## src/rtl/uart_rx_if.sv

```systemverilog
// uart_rx_if: picorv32-style memory bus between the CPU side (master) and the
// UART receiver peripheral (slave). The decoder select `enable` travels with
// the bus so the peripheral sees one bundle.
interface uart_rx_if;
    logic        enable;
    logic        mem_valid;
    logic        mem_ready;
    logic        mem_instr;
    logic [31:0] mem_addr;
    logic [3:0]  mem_wstrb;
    logic [31:0] mem_wdata;
    logic [31:0] mem_rdata;

    modport master (
        output enable, mem_valid, mem_instr, mem_addr, mem_wstrb, mem_wdata,
        input  mem_ready, mem_rdata
    );

    modport slave (
        input  enable, mem_valid, mem_instr, mem_addr, mem_wstrb, mem_wdata,
        output mem_ready, mem_rdata
    );
endinterface

```

## src/rtl/uart_rx.sv

```systemverilog
// uart_rx: memory-mapped UART receiver (base 0xffff0050).
// Synchronizes the RX pin, frames characters with a down-counting bit timer,
// buffers bytes in a FIFO and serves two bus registers:
//   addr[2]=0 : RX data   {23'b0, valid, byte}, a read pops one entry
//   addr[2]=1 : status    {27'b0, perr, ferr, ovr, full, !empty}
// Optional feature macro: UART_RX_PARITY_EN selects 8E1 framing and a live
// perr bit; without it frames are 8N1 and perr reads 0.
module uart_rx #(
    parameter int CLK_HZ     = 100000000,
    parameter int BAUD       = 115200,
    parameter int FIFO_DEPTH = 16
) (
    input  logic       clk,
    input  logic       reset,
    uart_rx_if.slave   bus,
    input  logic       serialIn
);

    localparam int          DIV_INT  = (CLK_HZ + BAUD / 2) / BAUD;
    localparam logic [15:0] DIV_HALF = 16'(DIV_INT / 2);
    // Reloading with DIV-1 makes the timer hit zero exactly every DIV clocks.
    localparam logic [15:0] DIV_M1   = 16'(DIV_INT - 1);
    localparam int          AW       = $clog2(FIFO_DEPTH);

`ifdef UART_RX_PARITY_EN
    typedef enum logic [2:0] {
        S_IDLE   = 3'd0,
        S_START  = 3'd1,
        S_DATA   = 3'd2,
        S_PARITY = 3'd3,
        S_STOP   = 3'd4,
        S_BREAK  = 3'd5
    } state_t;

    // Expected parity bit for even parity over the data byte.
    function automatic logic even_parity(input logic [7:0] d);
        return ^d;
    endfunction
`else
    typedef enum logic [2:0] {
        S_IDLE   = 3'd0,
        S_START  = 3'd1,
        S_DATA   = 3'd2,
        S_STOP   = 3'd4,
        S_BREAK  = 3'd5
    } state_t;
`endif

    // Registers and their next-state values
    logic          sync1_q, sync2_q;
    state_t        state_q, state_d;
    logic [15:0]   cnt_q, cnt_d;
    logic [2:0]    bitn_q, bitn_d;
    logic [7:0]    shift_q, shift_d;
    logic          fperr_q, fperr_d;
    logic [AW:0]   wr_ptr_q, wr_ptr_d;
    logic [AW:0]   rd_ptr_q, rd_ptr_d;
    logic          ovr_q, ovr_d;
    logic          ferr_q, ferr_d;
    logic          perr_q, perr_d;
    logic          ready_q, ready_d;
    logic [31:0]   rdata_q, rdata_d;
    logic [7:0]    fifo_mem [FIFO_DEPTH];

    // Combinational helpers
    logic          rx_s;
    logic          tick_s;
    logic          push_s;
    logic          push_ok_s;
    logic          pop_s;
    logic          ferr_set_s;
    logic          perr_set_s;
    logic          ovr_set_s;
    logic          empty_s;
    logic          full_s;
    logic          start_s;
    logic          is_wr_s;
    logic          sel_stat_s;
    logic [4:0]    clr_s;
    logic [31:0]   status_s;
    logic [7:0]    head_s;
    logic          unused_s;

    assign rx_s       = sync2_q;
    assign tick_s     = (cnt_q == 16'd0);
    assign empty_s    = (wr_ptr_q == rd_ptr_q);
    assign full_s     = (wr_ptr_q[AW] != rd_ptr_q[AW]) &&
                        (wr_ptr_q[AW-1:0] == rd_ptr_q[AW-1:0]);
    assign head_s     = fifo_mem[rd_ptr_q[AW-1:0]];
    assign status_s   = {27'd0, perr_q, ferr_q, ovr_q, full_s, !empty_s};
    assign start_s    = bus.enable && bus.mem_valid && !ready_q;
    assign is_wr_s    = (bus.mem_wstrb != 4'd0);
    assign sel_stat_s = bus.mem_addr[2];

    assign bus.mem_ready = ready_q;
    assign bus.mem_rdata = rdata_q;

`ifdef UART_RX_PARITY_EN
    assign unused_s = ^{bus.mem_instr, bus.mem_addr[31:3], bus.mem_addr[1:0],
                        bus.mem_wdata[31:5], bus.mem_wstrb[3:1]};
`else
    assign unused_s = ^{bus.mem_instr, bus.mem_addr[31:3], bus.mem_addr[1:0],
                        bus.mem_wdata[31:4], bus.mem_wstrb[3:1]};
`endif

    // Receiver next-state: bit timing, shifting, error detection and push request
    always_comb begin
        state_d    = state_q;
        cnt_d      = cnt_q;
        bitn_d     = bitn_q;
        shift_d    = shift_q;
        fperr_d    = fperr_q;
        push_s     = 1'b0;
        ferr_set_s = 1'b0;
        perr_set_s = 1'b0;
        case (state_q)
            S_IDLE: begin
                if (!rx_s) begin
                    state_d = S_START;
                    cnt_d   = DIV_HALF;
                end else begin
                    cnt_d   = 16'd0;
                end
            end
            S_START: begin
                if (!tick_s) begin
                    cnt_d = cnt_q - 16'd1;
                end else if (!rx_s) begin
                    state_d = S_DATA;
                    cnt_d   = DIV_M1;
                    bitn_d  = 3'd0;
                    fperr_d = 1'b0;
                end else begin
                    // Line went back high before mid-start: a glitch
                    state_d = S_IDLE;
                end
            end
            S_DATA: begin
                if (!tick_s) begin
                    cnt_d = cnt_q - 16'd1;
                end else begin
                    shift_d = {rx_s, shift_q[7:1]};
                    cnt_d   = DIV_M1;
                    bitn_d  = bitn_q + 3'd1;
                    if (bitn_q == 3'd7) begin
`ifdef UART_RX_PARITY_EN
                        state_d = S_PARITY;
`else
                        state_d = S_STOP;
`endif
                    end else begin
                        state_d = S_DATA;
                    end
                end
            end
`ifdef UART_RX_PARITY_EN
            S_PARITY: begin
                if (!tick_s) begin
                    cnt_d = cnt_q - 16'd1;
                end else begin
                    cnt_d   = DIV_M1;
                    state_d = S_STOP;
                    if (rx_s != even_parity(shift_q)) begin
                        fperr_d    = 1'b1;
                        perr_set_s = 1'b1;
                    end else begin
                        fperr_d    = 1'b0;
                    end
                end
            end
`endif
            S_STOP: begin
                if (!tick_s) begin
                    cnt_d = cnt_q - 16'd1;
                end else if (rx_s) begin
                    push_s  = !fperr_q;
                    state_d = S_IDLE;
                end else begin
                    ferr_set_s = 1'b1;
                    state_d    = S_BREAK;
                end
            end
            S_BREAK: begin
                if (rx_s) begin
                    state_d = S_IDLE;
                end else begin
                    state_d = S_BREAK;
                end
            end
            default: begin
                state_d = S_IDLE;
            end
        endcase
    end

    // Bus decode, FIFO pointer update and sticky status bits
    always_comb begin
        pop_s     = 1'b0;
        clr_s     = 5'd0;
        ready_d   = 1'b0;
        rdata_d   = 32'd0;
        if (start_s) begin
            ready_d = 1'b1;
            if (is_wr_s) begin
                if (sel_stat_s && bus.mem_wstrb[0]) begin
                    clr_s = bus.mem_wdata[4:0];
                end else begin
                    clr_s = 5'd0;
                end
            end else if (sel_stat_s) begin
                rdata_d = status_s;
            end else if (!empty_s) begin
                rdata_d = {23'd0, 1'b1, head_s};
                pop_s   = 1'b1;
            end else begin
                rdata_d = 32'd0;
            end
        end else begin
            ready_d = 1'b0;
        end

        // A pop in the same cycle frees a slot, so a push into a full FIFO still lands
        push_ok_s = push_s && (!full_s || pop_s);
        ovr_set_s = push_s && full_s && !pop_s;
        wr_ptr_d  = wr_ptr_q + {{AW{1'b0}}, push_ok_s};
        rd_ptr_d  = rd_ptr_q + {{AW{1'b0}}, pop_s};

        // Set events override a clear in the same cycle
        ovr_d  = (ovr_q  & ~clr_s[2]) | ovr_set_s;
        ferr_d = (ferr_q & ~clr_s[3]) | ferr_set_s;
`ifdef UART_RX_PARITY_EN
        perr_d = (perr_q & ~clr_s[4]) | perr_set_s;
`else
        perr_d = 1'b0;
`endif
    end

    // State register for synchronizer, receiver FSM, FIFO pointers, status and bus response
    always_ff @(posedge clk or posedge reset) begin
        if (reset) begin
            sync1_q  <= 1'b1;
            sync2_q  <= 1'b1;
            state_q  <= S_IDLE;
            cnt_q    <= 16'd0;
            bitn_q   <= 3'd0;
            shift_q  <= 8'd0;
            fperr_q  <= 1'b0;
            wr_ptr_q <= '0;
            rd_ptr_q <= '0;
            ovr_q    <= 1'b0;
            ferr_q   <= 1'b0;
            perr_q   <= 1'b0;
            ready_q  <= 1'b0;
            rdata_q  <= 32'd0;
        end else begin
            sync1_q  <= serialIn;
            sync2_q  <= sync1_q;
            state_q  <= state_d;
            cnt_q    <= cnt_d;
            bitn_q   <= bitn_d;
            shift_q  <= shift_d;
            fperr_q  <= fperr_d;
            wr_ptr_q <= wr_ptr_d;
            rd_ptr_q <= rd_ptr_d;
            ovr_q    <= ovr_d;
            ferr_q   <= ferr_d;
            perr_q   <= perr_d;
            ready_q  <= ready_d;
            rdata_q  <= rdata_d;
        end
    end

    // FIFO storage; contents need no reset because the pointers define validity
    always_ff @(posedge clk) begin
        if (push_ok_s) begin
            fifo_mem[wr_ptr_q[AW-1:0]] <= shift_q;
        end
    end

endmodule

```

## src/flat_wrapper.sv

```systemverilog
// flat-port wrapper written by rule: the top's interface ports become plain ports
module uart_rx_flat 
#(
    parameter int CLK_HZ     = 100000000,
    parameter int BAUD       = 115200,
    parameter int FIFO_DEPTH = 16
)
  (clk, reset, serialIn, bus_enable, bus_mem_valid, bus_mem_instr, bus_mem_addr, bus_mem_wstrb, bus_mem_wdata, bus_mem_ready, bus_mem_rdata);
  uart_rx_if bus_i ();
  input  logic clk;
  input  logic reset;
  input  logic serialIn;
  input wire logic [$bits(bus_i.enable)-1:0] bus_enable;
  input wire logic [$bits(bus_i.mem_valid)-1:0] bus_mem_valid;
  input wire logic [$bits(bus_i.mem_instr)-1:0] bus_mem_instr;
  input wire logic [$bits(bus_i.mem_addr)-1:0] bus_mem_addr;
  input wire logic [$bits(bus_i.mem_wstrb)-1:0] bus_mem_wstrb;
  input wire logic [$bits(bus_i.mem_wdata)-1:0] bus_mem_wdata;
  output wire logic [$bits(bus_i.mem_ready)-1:0] bus_mem_ready;
  output wire logic [$bits(bus_i.mem_rdata)-1:0] bus_mem_rdata;
  assign bus_i.enable = bus_enable;
  assign bus_i.mem_valid = bus_mem_valid;
  assign bus_i.mem_instr = bus_mem_instr;
  assign bus_i.mem_addr = bus_mem_addr;
  assign bus_i.mem_wstrb = bus_mem_wstrb;
  assign bus_i.mem_wdata = bus_mem_wdata;
  assign bus_mem_ready = bus_i.mem_ready;
  assign bus_mem_rdata = bus_i.mem_rdata;
  uart_rx #(.CLK_HZ(CLK_HZ), .BAUD(BAUD), .FIFO_DEPTH(FIFO_DEPTH)) u_core (.clk(clk), .reset(reset), .bus(bus_i), .serialIn(serialIn));
endmodule
```

## config.mk

```make
export PLATFORM = sky130hd
export DESIGN_NAME = uart_rx_flat
export DESIGN_NICKNAME = d
export VERILOG_FILES = /design/src/rtl/uart_rx_if.sv /design/src/rtl/uart_rx.sv /design/src/flat_wrapper.sv
export SDC_FILE = /design/constraint.sdc
export NUM_CORES = 1
export LEC_CHECK = 0
export ABC_AREA = 1
export CAP_MARGIN = 20
export CELL_PAD_IN_SITES_DETAIL_PLACEMENT = 1
export CELL_PAD_IN_SITES_GLOBAL_PLACEMENT = 1
export CORE_MARGIN = 2
export CORE_UTILIZATION = 47
export CTS_CLUSTER_SIZE = 24
export DETAILED_ROUTE_END_ITERATION = 10
export MAX_ROUTING_LAYER = met4
export PLACE_DENSITY_LB_ADDON = 0.1
export RECOVER_POWER = 100
export SYNTH_ARGS = -nofsm -noshare
export SYNTH_HDL_FRONTEND = slang
export SYNTH_SLANG_ARGS = --single-unit
```

## constraint.sdc

```tcl
create_clock -name clk -period 5.1 [get_ports clk]
set_clock_uncertainty 0.15 [all_clocks]
set_input_delay 1.02 -clock clk [delete_from_list [all_inputs] [get_ports clk]]
set_output_delay 1.02 -clock clk [all_outputs]
set_load 0.01 [all_outputs]
```

==> results.cfg <==
[route]
via_count = 5640
drt_iter0_markers = 372
post-route-drc-count = 0
drt-pass1-iter-count = 5
drt-vias-per-instance = 5.43
wl_per_cell_um = 20.1
final_antenna_net_count = 0
wl_um = 20900

[clocking]
clk_path_buf_depth = 2
ctsHoldBuffers = 0
clk_pin_slew_ns = 0.07
post_cts_buffers = 0
cts_max_level = 4
cts_root_buffer = clkbuf_16
clock-sinks = 182
cts-resized-gates = 0
clk_latency_ns = 0.45
tritoncts = built
numCtsBuffers = 17

[worst_setup_path]
crit_family = simple AND/OR/NAND/NOR gates
max_stage_delay_ns = 0.77
crit_top_cell = nor2_1
cp.required_ns = 5.02
crit_buf_inv = 1
arrival_ns = 3.78
crit_chain = dlygate4sd3_1 > nand2_1 > nor2_1 > nand3_1 > o211ai_1 > nand4_1 > nor2_1
cp_slowest_cell = nor2_1
end_kind = flip-flop
crit_fanout = 8
critPathLaunchType = primary input
crit_type = primary input to flip-flop

[grt]
grt.overflow.total = 0
grt_pass1_vias = 6049
antenna_found_initial = 0
grt_pass1_wl_um = 32900
grt_usage_pct = 24.7
grt_max_degree = 66

[final_layout]
fin_nets = 881
drive_gt1_share_pct = 7.63
area_growth_syn_to_layout_pct = 9.42
layout_common_cells = 146 x nor2_1, 140 x nand2_1, 128 x edfxtp_1
regArea_um2 = 5200
antennaDiodeCount = 0
final_util_pct = 52.3
num-fill-cells = 1905
final_common_cell = nor2_1
multi_input_area_um2 = 2520

[logic_synthesis]
syn_inst = 782
ys_seq_elements = 182
yosys_warnings = 0
synth_area_per_cell_um2 = 10.5
synth_edf_count = 128
synth_ff_type = edfxtp_1
synth_top_area_cell = edfxtp_1
yosysSeqAreaShare_pct = 63.3
synthArstFlopShare_pct = 29.7
synth_area_leaders = edfxtp_1 47%, dfrtp_1 16%, nor2_1 6.5%, nand2_1 6.3%, o21ai_0 4.8%
netlist_area_um2 = 8210
yosysUniqueCellTypes = 36
synth_top_area_share_pct = 46.8

[placement]
hpwlAfterDp_um = 13800
gp_congestion = 0.883
io_buffer_count = 21

[timing]
finalHoldViolations = 0
min_period_ns = 3.86
tns_ns = 0
max_freq_ghz = 0.259
drv_slew = 34
slew_headroom_pct = -22.7
rsz0062_at_grt = no
tightest_slew_ns = 1.84
setup_viol = 0
timing.final.crit_share_pct = 75.6
hold_slack_ns = 0.209

[die]
fp-row-count = 48
dieHeight_um = 136
boundaryPins = 107
die_w_um = 136
dieArea_um2 = 18500
start_util_pct = 47.8
core-area_um2 = 17200

[power_and_ir_drop]
leakagePower_nw = 3.98
ir_drop_uv = 257
powerDensity_nw_per_um2 = 319

[run_status]
violations = max-capacitance violations, max-slew violations
status = finished, violations left

[min_path]
hp-class = flip-flop to flip-flop

[job]
cap_violations = 1
path summary, 6_finish.rpt:
path / start / cells after the start / end / slack (ns)
min in group asynchronous: reset / 2 / u_core.bus.mem_rdata[6] / 1.08
max in group asynchronous: reset / 3 / u_core.cnt_q[12] / 1.48
max: bus_enable / 7 / u_core.fifo_mem[8][1] / 1.24
min: u_core.sync1_q / 0 / u_core.rx_s / 0.21
min reg2reg: u_core.sync1_q / 0 / u_core.rx_s / 0.21
max reg2reg: u_core.cnt_q[0] / 8 / u_core.fifo_mem[8][1] / 1.67
registers in the layout, indices dropped and copies added, names as in the netlist, 3 cells and up:
name	flops
u_core.state_q	3
u_core.rd_ptr_q	5
u_core.fifo_mem	128
u_core.bitn_q	3
u_core.wr_ptr_q	5
u_core.bus.mem_rdata	9
u_core.shift_q	8
u_core.cnt_q	16
routing by layer:
| layer | share of wire, % | global-route usage (%) |
|---|---|---|
| met2 | 50 | 41.0 |
| met3 | 4.5 | 4.77 |
| met5 | 0 | - |
| met1 | 43 | 30.2 |
| met4 | 2.3 | 9.09 |
through the flow:
stage / cell area [um^2] / instances / setup WS [ns] / power [mW]
2_1_floorplan: 8290 / 804 / 2.39 / 1.64
3_3_place_gp: 8510 / 1005 / 1.17 / 1.64
3_5_place_dp: 8510 / 1005 / 1.03 / 1.64
4_1_cts: 9060 / 1037 / 1.50 / 2.89
5_1_grt: 8980 / 1038 / 1.02 / 2.95
6_report: 8980 / 1038 / 1.24 / 2.87
cell usage after synthesis, types with 10 or more instances:
master / count
nor2_1: 142
nand2_1: 138
edfxtp_1: 128
o21ai_0: 78
dfrtp_1: 52
inv_1: 40
nand3_1: 36
buf_4: 24
o211ai_1: 15
o22ai_1: 15
clkbuf_1: 12
buf_2: 10
xor2_1: 10
layout make-up:
class                   instances  share of cell area (%)
well taps                     225                    3.13
flip-flops and latches        182                    57.9
multi-input cells             526                    28.1
inverters                      48                    2.01
clock inverters                14                    1.39
clock buffers                  18                    4.78
repair buffers                 25                    2.77
power breakdown:
group | leakage, nW | internal, mW | total [mW] | switching, mW
Combinational | 1.50 | 0.00986 | 0.0346 | 0.0247
Clock | 0.278 | 0.647 | 1.26 | 0.617
Sequential | 2.20 | 1.57 | 1.57 | 0.00179
cell families (layout without fill, tap and decap cells):
logic type | Yosys count | after routing | share of synthesized area (%)
AOI/OAI and AO/OA | 128 | 128 | 8.85
xor gates and xnor gates | 16 | 16 | 1.71
adders and majority gates | 7 | 7 | 1.07
buffers and inverters | 96 | 105 | 5.82
DFF | 182 | 182 | 63.3
other | 1 | 23 | 0.0457
and+or+nand+nor | 352 | 352 | 19.2
No activity file was read; power rests on OpenSTA's default activity.
